## src/rtl/handshake_cond_br_0_pkg.sv

```systemverilog
// Shared constants for the registered conditional branch.
// Slot indices match the value of the condition token.
package handshake_cond_br_0_pkg;
    localparam int BR_FALSE  = 0;
    localparam int BR_TRUE   = 1;
    localparam int NUM_SLOTS = 2;
endpackage

```

## src/rtl/handshake_cond_br_0_join.sv

```systemverilog
// N-way join: output valid when every input is valid;
// each input is ready when all other inputs are valid and the output is ready.
module join_type #(
    parameter int SIZE = 2
) (
    input  logic [SIZE-1:0] ins_valid,
    output logic [SIZE-1:0] ins_ready,
    output logic            outs_valid,
    input  logic            outs_ready
);
    assign outs_valid = &ins_valid;

    for (genvar i = 0; i < SIZE; i++) begin : g_rdy
        assign ins_ready[i] = outs_ready & (&(ins_valid | (SIZE'(1) << i)));
    end
endmodule

```

## src/rtl/handshake_cond_br_0.sv

```systemverilog
// Registered conditional branch: joins condition and data, then steers the
// data into a one-slot buffer on the true or false output.
module handshake_cond_br_0
    import handshake_cond_br_0_pkg::*;
#(
    parameter int DATA_TYPE = 32
) (
    input  logic                 clk,
    input  logic                 rst,
    input  logic                 condition,
    input  logic                 condition_valid,
    output logic                 condition_ready,
    input  logic [DATA_TYPE-1:0] data,
    input  logic                 data_valid,
    output logic                 data_ready,
    output logic [DATA_TYPE-1:0] trueOut,
    output logic                 trueOut_valid,
    input  logic                 trueOut_ready,
    output logic [DATA_TYPE-1:0] falseOut,
    output logic                 falseOut_valid,
    input  logic                 falseOut_ready
);
    logic                 full      [NUM_SLOTS];
    logic [DATA_TYPE-1:0] slot_data [NUM_SLOTS];
    logic                 out_ready [NUM_SLOTS];
    logic                 load      [NUM_SLOTS];
    logic [1:0]           ins_valid;
    logic [1:0]           ins_ready;
    logic                 join_valid;
    logic                 load_ok_sel;
    logic                 fire;

    assign out_ready[BR_TRUE]  = trueOut_ready;
    assign out_ready[BR_FALSE] = falseOut_ready;

    // Pipeline mode: a full slot can accept if it drains in the same cycle.
    assign load_ok_sel = !full[condition] || out_ready[condition];

    assign ins_valid = {data_valid, condition_valid};

    join_type #(
        .SIZE(2)
    ) u_join (
        .ins_valid (ins_valid),
        .ins_ready (ins_ready),
        .outs_valid(join_valid),
        .outs_ready(load_ok_sel)
    );

    assign condition_ready = ins_ready[0];
    assign data_ready      = ins_ready[1];
    assign fire            = join_valid & load_ok_sel;

    for (genvar i = 0; i < NUM_SLOTS; i++) begin : g_slot
        assign load[i] = fire && (condition == 1'(i));

        always_ff @(posedge clk) begin
            if (rst) begin
                full[i]      <= 1'b0;
                slot_data[i] <= '0;
            end else if (load[i]) begin
                full[i]      <= 1'b1;
                slot_data[i] <= data;
            end else if (full[i] && out_ready[i]) begin
                full[i]      <= 1'b0;
            end
        end
    end

    assign trueOut        = slot_data[BR_TRUE];
    assign trueOut_valid  = full[BR_TRUE];
    assign falseOut       = slot_data[BR_FALSE];
    assign falseOut_valid = full[BR_FALSE];
endmodule
```

## config.mk

```make
export PLATFORM = sky130hd
export DESIGN_NAME = handshake_cond_br_0
export DESIGN_NICKNAME = d
export VERILOG_FILES = /design/src/rtl/handshake_cond_br_0_pkg.sv /design/src/rtl/handshake_cond_br_0_join.sv /design/src/rtl/handshake_cond_br_0.sv
export SDC_FILE = /design/constraint.sdc
export NUM_CORES = 1
export LEC_CHECK = 0
export BUFFER_PORTS_ARGS = -buffer_cell sky130_fd_sc_hd__buf_2
export CAP_MARGIN = 30
export CELL_PAD_IN_SITES_DETAIL_PLACEMENT = 0
export CELL_PAD_IN_SITES_GLOBAL_PLACEMENT = 1
export CORE_MARGIN = 4
export CORE_UTILIZATION = 43
export DETAILED_ROUTE_END_ITERATION = 7
export GPL_TIMING_DRIVEN = 0
export PLACE_DENSITY = 0.81
export SYNTH_ARGS = -nofsm -noshare
export SYNTH_HDL_FRONTEND = slang
export SYNTH_HIERARCHICAL = 1
export SYNTH_SLANG_ARGS = --single-unit
```

## constraint.sdc

```tcl
create_clock -name clk -period 4.2 [get_ports clk]
set_input_delay 0.21 -clock clk [delete_from_list [all_inputs] [get_ports clk]]
set_output_delay 0.21 -clock clk [all_outputs]
set_load 0.05 [all_outputs]
```

==> results of run 1 <==
-- synthesized netlist by cell type --
cell,instances
nor3_1,8
edfxtp_1,66
buf_2,1
clkbuf_1,1
buf_4,3
o21bai_1,2
a21oi_1,2
nor2b_1,2
and2_1,3
nand2_2,1
nor3_2,58
buf_6,14
nand2b_1,32
mux2i_1,1
nand2b_4,1
o21ai_0,2
-- worst reg2reg max path, cell delays in order (launching register included) --
cell	delay, ps
edfxtp_1	430
nor2b_1	160
buf_6	140
buf_6	150
o21bai_4	340
buf_12	240
-- kinds of logic (layout without fill, tap and decap cells) --
family,Yosys count,in the layout,synth area share (%)
and+or+nand+nor,105,105,28.2
DFF,66,66,64.2
buffers and inverters,19,142,6.12
AOI/OAI and AO/OA,6,6,1.13
muxes,1,1,0.324
-- stage by stage --
step	setup slack (ps)	instances	power [mW]	utilization, %
finish	2170	416	1.57	57.9
floorplan	1120	197	1.00	-
CTS	2160	416	1.58	57.9
global placement	446	398	1.08	54.4
global route	2080	416	1.62	57.9
detailed placement	2410	400	1.08	55.3
-- power by group --
| part | leakage, nW | total, mW | internal, mW | switching (mW) |
|---|---|---|---|---|
| Clock | 0.0939 | 0.505 | 0.267 | 0.238 |
| Combinational | 0.776 | 0.294 | 0.0738 | 0.220 |
| Sequential | 0.692 | 0.771 | 0.761 | 0.00943 |
-- worst paths after layout --
path | start | end | slack [ps] | cells after the start
worst min-delay path | data[10] | slot_data[1][10] | 240 | 3
worst max-delay path | full[1] | data_ready | 2170 | 6
worst max register to register | full[0] | slot_data[0][14] | 2430 | 5
worst min register to register | full[1] | full[1] | 660 | 2
-- routing by layer --
| layer | part of all wire (%) | up-vias | GRT usage [%] |
|---|---|---|---|
| met2 | 47 | 69 | 26.3 |
| met3 | 7.1 | 11 | 4.39 |
| met4 | 1.8 | 0 | 6.72 |
| met1 | 44 | 946 | 20.3 |
| met5 | 0 | - | 0 |
| li1 | - | 959 | - |
-- state kept, by name (all words and copies together), names as in the netlist --
register,count
full,2
slot_data,64
-- layout make-up --
type	instances	area [µm²]	area share (%)
flip-flops and latches	66	1980	49.8
multi-input cells	112	940	23.6
repair buffers	107	566	14.2
plain buffers	19	189	4.75
clock buffers	9	124	3.11
well taps	96	120	3.02
clock inverters	7	60.1	1.51
==> key figures, run 1 <==
GRT
  – GRT Total Usage: 16.2%
  – Vias in the first global route: 2100
  – GRT overflow: 0
  – First-pass GRT wire length: 10700 µm
  – Maximum number of pins on one net before global-route repair: 26
  – Antenna violations before repair: 0

Placement
  – I/O Buffers: 105
  – Gpl congestion: 0.718
  – Placed instance area: 3800 µm²
  – Post-detailed-placement half-perimeter wirelength: 4780 µm

Worst setup path
  – WS Path Type: reg -> out
  – CP arrival: 1820 ps
  – Startpoint types: register
  – Critical Path Sink Type: output pin
  – CP max-delay cell: edfxtp_1
  – Worst-path fanout max: 10
  – Slowest cell delay on critical path: 420 ps
  – Crit path buf inv count: 3
  – Most used cell, CP: buf_6
  – CP top delay family: buffers and inverters
  – CP required: 3990 ps
  – Worst-path cell chain: nor2b_1 > buf_6 > buf_6 > mux2i_1 > and2_1 > buf_2

STA
  – Setup Viol. Count Final: 0
  – Crit share post-route: 48.4%
  – Slew Viols, Final: 0
  – Unrepaired setup endpoints after global routing: false
  – Max frequency: 492 MHz
  – Minimum clock period after layout: 2030 ps
  – Final hold vios: 0
  – Worst Tran Pin Value: 357 ps
  – Slew margin rel.: 76.2%
  – Worst Hold Margin: 241 ps
  – Worst clock skew: 5.11 ps
  – Fin Setup TNS: 0 ps

Final layout
  – Most common cell after layout, fill and taps aside: buf_2
  – Share of layout cells above drive strength 1: 62.8%
  – Commonest cells after routing, fill and taps aside: buf_2 (106), edfxtp_1 (66), nor3_2 (58)
  – Area growth, synth to finish: 28.9%
  – N_diodes: 0
  – # fillers: 604
  – Nets: 354
  – Design area: 3980 µm²

Synth
  – Distinct cells, synth: 16
  – Post-Synthesis Cells: 197
  – Top cells by area, synth: edfxtp_1 (64%), nor3_2 (19%), nand2b_1 (6.5%)
  – Yosys top cell area share: 64.2%
  – Yosys reg bits: 66
  – Synth area leader: edfxtp_1
  – Synth warn: 6
  – Syn nets: 236
  – Post-Syn Area: 3090 µm²
  – Avg Cell Area, Syn: 15.7 µm²
  – Register area share after synthesis: 64.2%

Floorplan
  – Num rows: 30
  – Die area: 8600 µm²
  – Starting Density: 45.0%
  – Die width: 92.7 µm
  – IO Count: 107
  – Die Y: 92.7 µm
  – Core area: 6870 µm²

Clock tree
  – Hold Buf Count CTS: 0
  – Clock Tree Root: clkbuf_8
  – CTS Buffer Depth: 2
  – CTS sink cnt: 66
  – TritonCTS clock tree: built
  – Clock-pin slew on the worst setup and hold paths: 70 ps
  – Cts repair resizes: 0
  – # H-tree levels: 3
  – Setup Buffers After CTS: 0
  – Inserted Clock Buffers: 9
  – Clk_lat worst skew: 330 ps

Route
  – Initial DRT Pass Iterations: 4
  – Post-route DRC violation count: 0
  – Initial DRC Count: 54
  – Antenna Violating Nets Remaining: 0
  – Routed WL per cell: 16.4 µm
  – Vias: 1985
  – Drt via density: 4.77
  – Total Routed Length: 6840 µm

Pwr
  – Leak: 1.56 nW
  – Worst IR drop on VDD: 0.162 mV
  – Total power divided by cell area: 394 nW/µm²

Outcome
  – Outcome: completed

Min path
  – Hold Crit Class: in -> reg

Flow run
  – Max-cap viol count: 0
Note: power is estimated with default switching activity, not from simulation.
==> inputs of run 2 (changes only) <==
--- a/config.mk
+++ b/config.mk
@@ -10,10 +10,10 @@
 export CELL_PAD_IN_SITES_DETAIL_PLACEMENT = 0
 export CELL_PAD_IN_SITES_GLOBAL_PLACEMENT = 1
 export CORE_MARGIN = 4
-export CORE_UTILIZATION = 43
+export CORE_UTILIZATION = 40
 export DETAILED_ROUTE_END_ITERATION = 7
 export GPL_TIMING_DRIVEN = 0
-export PLACE_DENSITY = 0.81
+export PLACE_DENSITY = 0.76
 export SYNTH_ARGS = -nofsm -noshare
 export SYNTH_HDL_FRONTEND = slang
 export SYNTH_HIERARCHICAL = 1
==> constraint.sdc (replaced) <==
create_clock -name clk -period 1.95 [get_ports clk]
set_input_delay 0.0975 -clock clk [delete_from_list [all_inputs] [get_ports clk]]
set_output_delay 0.0975 -clock clk [all_outputs]
set_load 0.05 [all_outputs]
==> run 2 against run 1 <==
  * Global-route usage about the same
  * Core utilization shrank 3.0 points
  * Worst hold slack worse by 120 ps
  * Clock power rose by 150%
  * Count of clock-buffer cells in the layout up 1
  * Setup slack got worse by 2000 ps
  * Routed wire length rose by 3.2%
  * Sequential cell count stayed put
==> key figures, run 2 (synthesized netlist as in run 1, its figures left out) <==
Clock tree
  – Clk_lat worst skew: 330 ps
  – Clock-pin slew on the worst setup and hold paths: 70 ps
  – CTS Buffer Depth: 2
  – # H-tree levels: 3
  – Hold Buf Count CTS: 0
  – CTS sink cnt: 66
  – Inserted Clock Buffers: 9
  – Clock Tree Root: clkbuf_8
  – TritonCTS clock tree: built

Floorplan
  – Starting Density: 41.9%
  – IO Count: 107
  – Core area: 7370 µm²
  – Die area: 9190 µm²
  – Die Y: 95.9 µm
  – Num rows: 31
  – Die width: 95.9 µm

Final layout
  – N_diodes: 0
  – Area growth, synth to finish: 31.1%
  – Finished Core Util: 54.9%
  – Biggest regs: slot_data x64, full x2
  – Commonest cells after routing, fill and taps aside: buf_2 (105), edfxtp_1 (66), nor3_2 (58)
  – Max FFs per register: 64
  – Nets: 356
  – Largest Register: slot_data
  – Share of layout cells above drive strength 1: 63.4%
  – Most common cell after layout, fill and taps aside: buf_2

Worst setup path
  – Startpoint types: register
  – CP max-delay cell: edfxtp_1
  – CP required: 1850 ps
  – Worst-path cell chain: nor2b_4 > buf_6 > buf_8 > mux2i_1 > and2_1 > buf_2
  – CP arrival: 1700 ps
  – Crit path buf inv count: 3
  – CP top delay family: buffers and inverters
  – Critical Path Sink Type: output pin
  – Worst-path fanout max: 10
  – Slowest cell delay on critical path: 390 ps
  – WS Path Type: reg -> out

STA
  – Worst clock skew: 9.39 ps
  – Max frequency: 555 MHz
  – Unrepaired setup endpoints after global routing: false
  – Final hold vios: 0
  – Setup Viol. Count Final: 0
  – Minimum clock period after layout: 1800 ps
  – Final worst setup slack: 149 ps
  – Slew Viols, Final: 0
  – Crit share post-route: 92.3%
  – Worst Tran Pin Value: 537 ps
  – Slew margin rel.: 64.1%
  – Fin Setup TNS: 0 ps

Pwr
  – Leak: 1.59 nW
  – Sequential fraction of design power: 46.9%
  – Clock power frac: 34.9%
  – Tot Pwr: 3.54 mW
  – Comb pwr share: 18.2%
  – Total power divided by cell area: 875 nW/µm²
  – Cell Int Power: 2.52 mW
  – Worst IR drop on VDD: 0.417 mV
  – Psw: 1.02 mW
  – Switching share of power: 28.9%

Route
  – Total Routed Length: 7060 µm
  – Antenna Violating Nets Remaining: 0
  – Routed WL per cell: 16.8 µm
  – Drt via density: 4.76
  – Initial DRT Pass Iterations: 4
  – Vias: 2002
  – Post-route DRC violation count: 0
  – Initial DRC Count: 84

GRT
  – Vias in the first global route: 2028
  – GRT Total Usage: 16.1%
  – GRT overflow: 0
  – First-pass GRT wire length: 10900 µm
  – Antenna violations before repair: 0
  – Maximum number of pins on one net before global-route repair: 25

Placement
  – Post-detailed-placement half-perimeter wirelength: 4800 µm
  – Gpl congestion: 0.720
  – I/O Buffers: 105
  – Place WS: -66.5 ps

Flow run
  – Max-cap viol count: 0

Outcome
  – Outcome: completed

Min path
  – Hold Crit Class: in -> reg
-- run 2: changes by cell type in the layout (fill, tap and decap cells not counted), moves of 2 or more --
cell	previous run	this run
nor2b_1	2	0
buf_8	0	2
buf_6	14	12
nor2b_4	0	2
clkinv_2	3	1
buf_4	3	5
-- run 2: power by group through the flow --
stage | Sequential, mW | Clock (mW) | Combinational (mW)
after floorplan | 1.97 | 0 | 0.196
after global routing | 1.67 | 1.32 | 0.682
after detailed placement | 1.69 | 0 | 0.641
after CTS | 1.66 | 1.26 | 0.648
final | 1.66 | 1.24 | 0.646
after global placement | 1.69 | 0 | 0.633
-- run 2: through the flow --
step / hold WS (ps) / cell area, µm² / cells
final: 124 / 4050 / 421
after global routing: 134 / 4050 / 421
after CTS: 116 / 4030 / 419
after detailed placement: 468 / 3800 / 402
after global placement: 453 / 3780 / 401
after floorplan: 336 / 3130 / 197
-- run 2: worst min-delay path: stages --
cell and delay (ps):
buf_2 80, nand2b_1 70, nor3_2 90
-- run 2: final timing paths --
path	depth (start not counted)	to	start	slack, ps
setup reg to reg	5	slot_data[1][15]	full[1]	250
setup / recovery	6	data_ready	full[1]	150
hold reg to reg	3	full[1]	full[1]	730
hold / removal	3	slot_data[0][2]	data[2]	120
-- run 2: layout make-up --
type	count	area, µm²
clock inverter	6	81.3
fill	660	3320
buffer	19	196
tap	99	124
timing repair buffer	108	563
sequential	66	1980
multi-input combinational	113	973
clock buffer	10	128
-- run 2: layer usage --
| layer | global-route usage [%] | part of all wire [%] | vias up | wire length [µm] |
|---|---|---|---|---|
| li1 | - | - | 963 | - |
| met1 | 21.6 | 43 | 955 | 3030 |
| met2 | 25.5 | 48 | 76 | 3400 |
| met3 | 4.53 | 7.7 | 8 | 544 |
| met4 | 4.98 | 1.2 | 0 | 82 |
| met5 | 0 | 0 | - | 0 |
-- run 2: repair_timing --
action                                  in CTS  in global routing
endpoints found under the setup margin      32                  2
gates resized for setup                      1                  1
pin swaps                                    1                  0
buffers inserted                             0                  2
gates cloned                                 1                  0
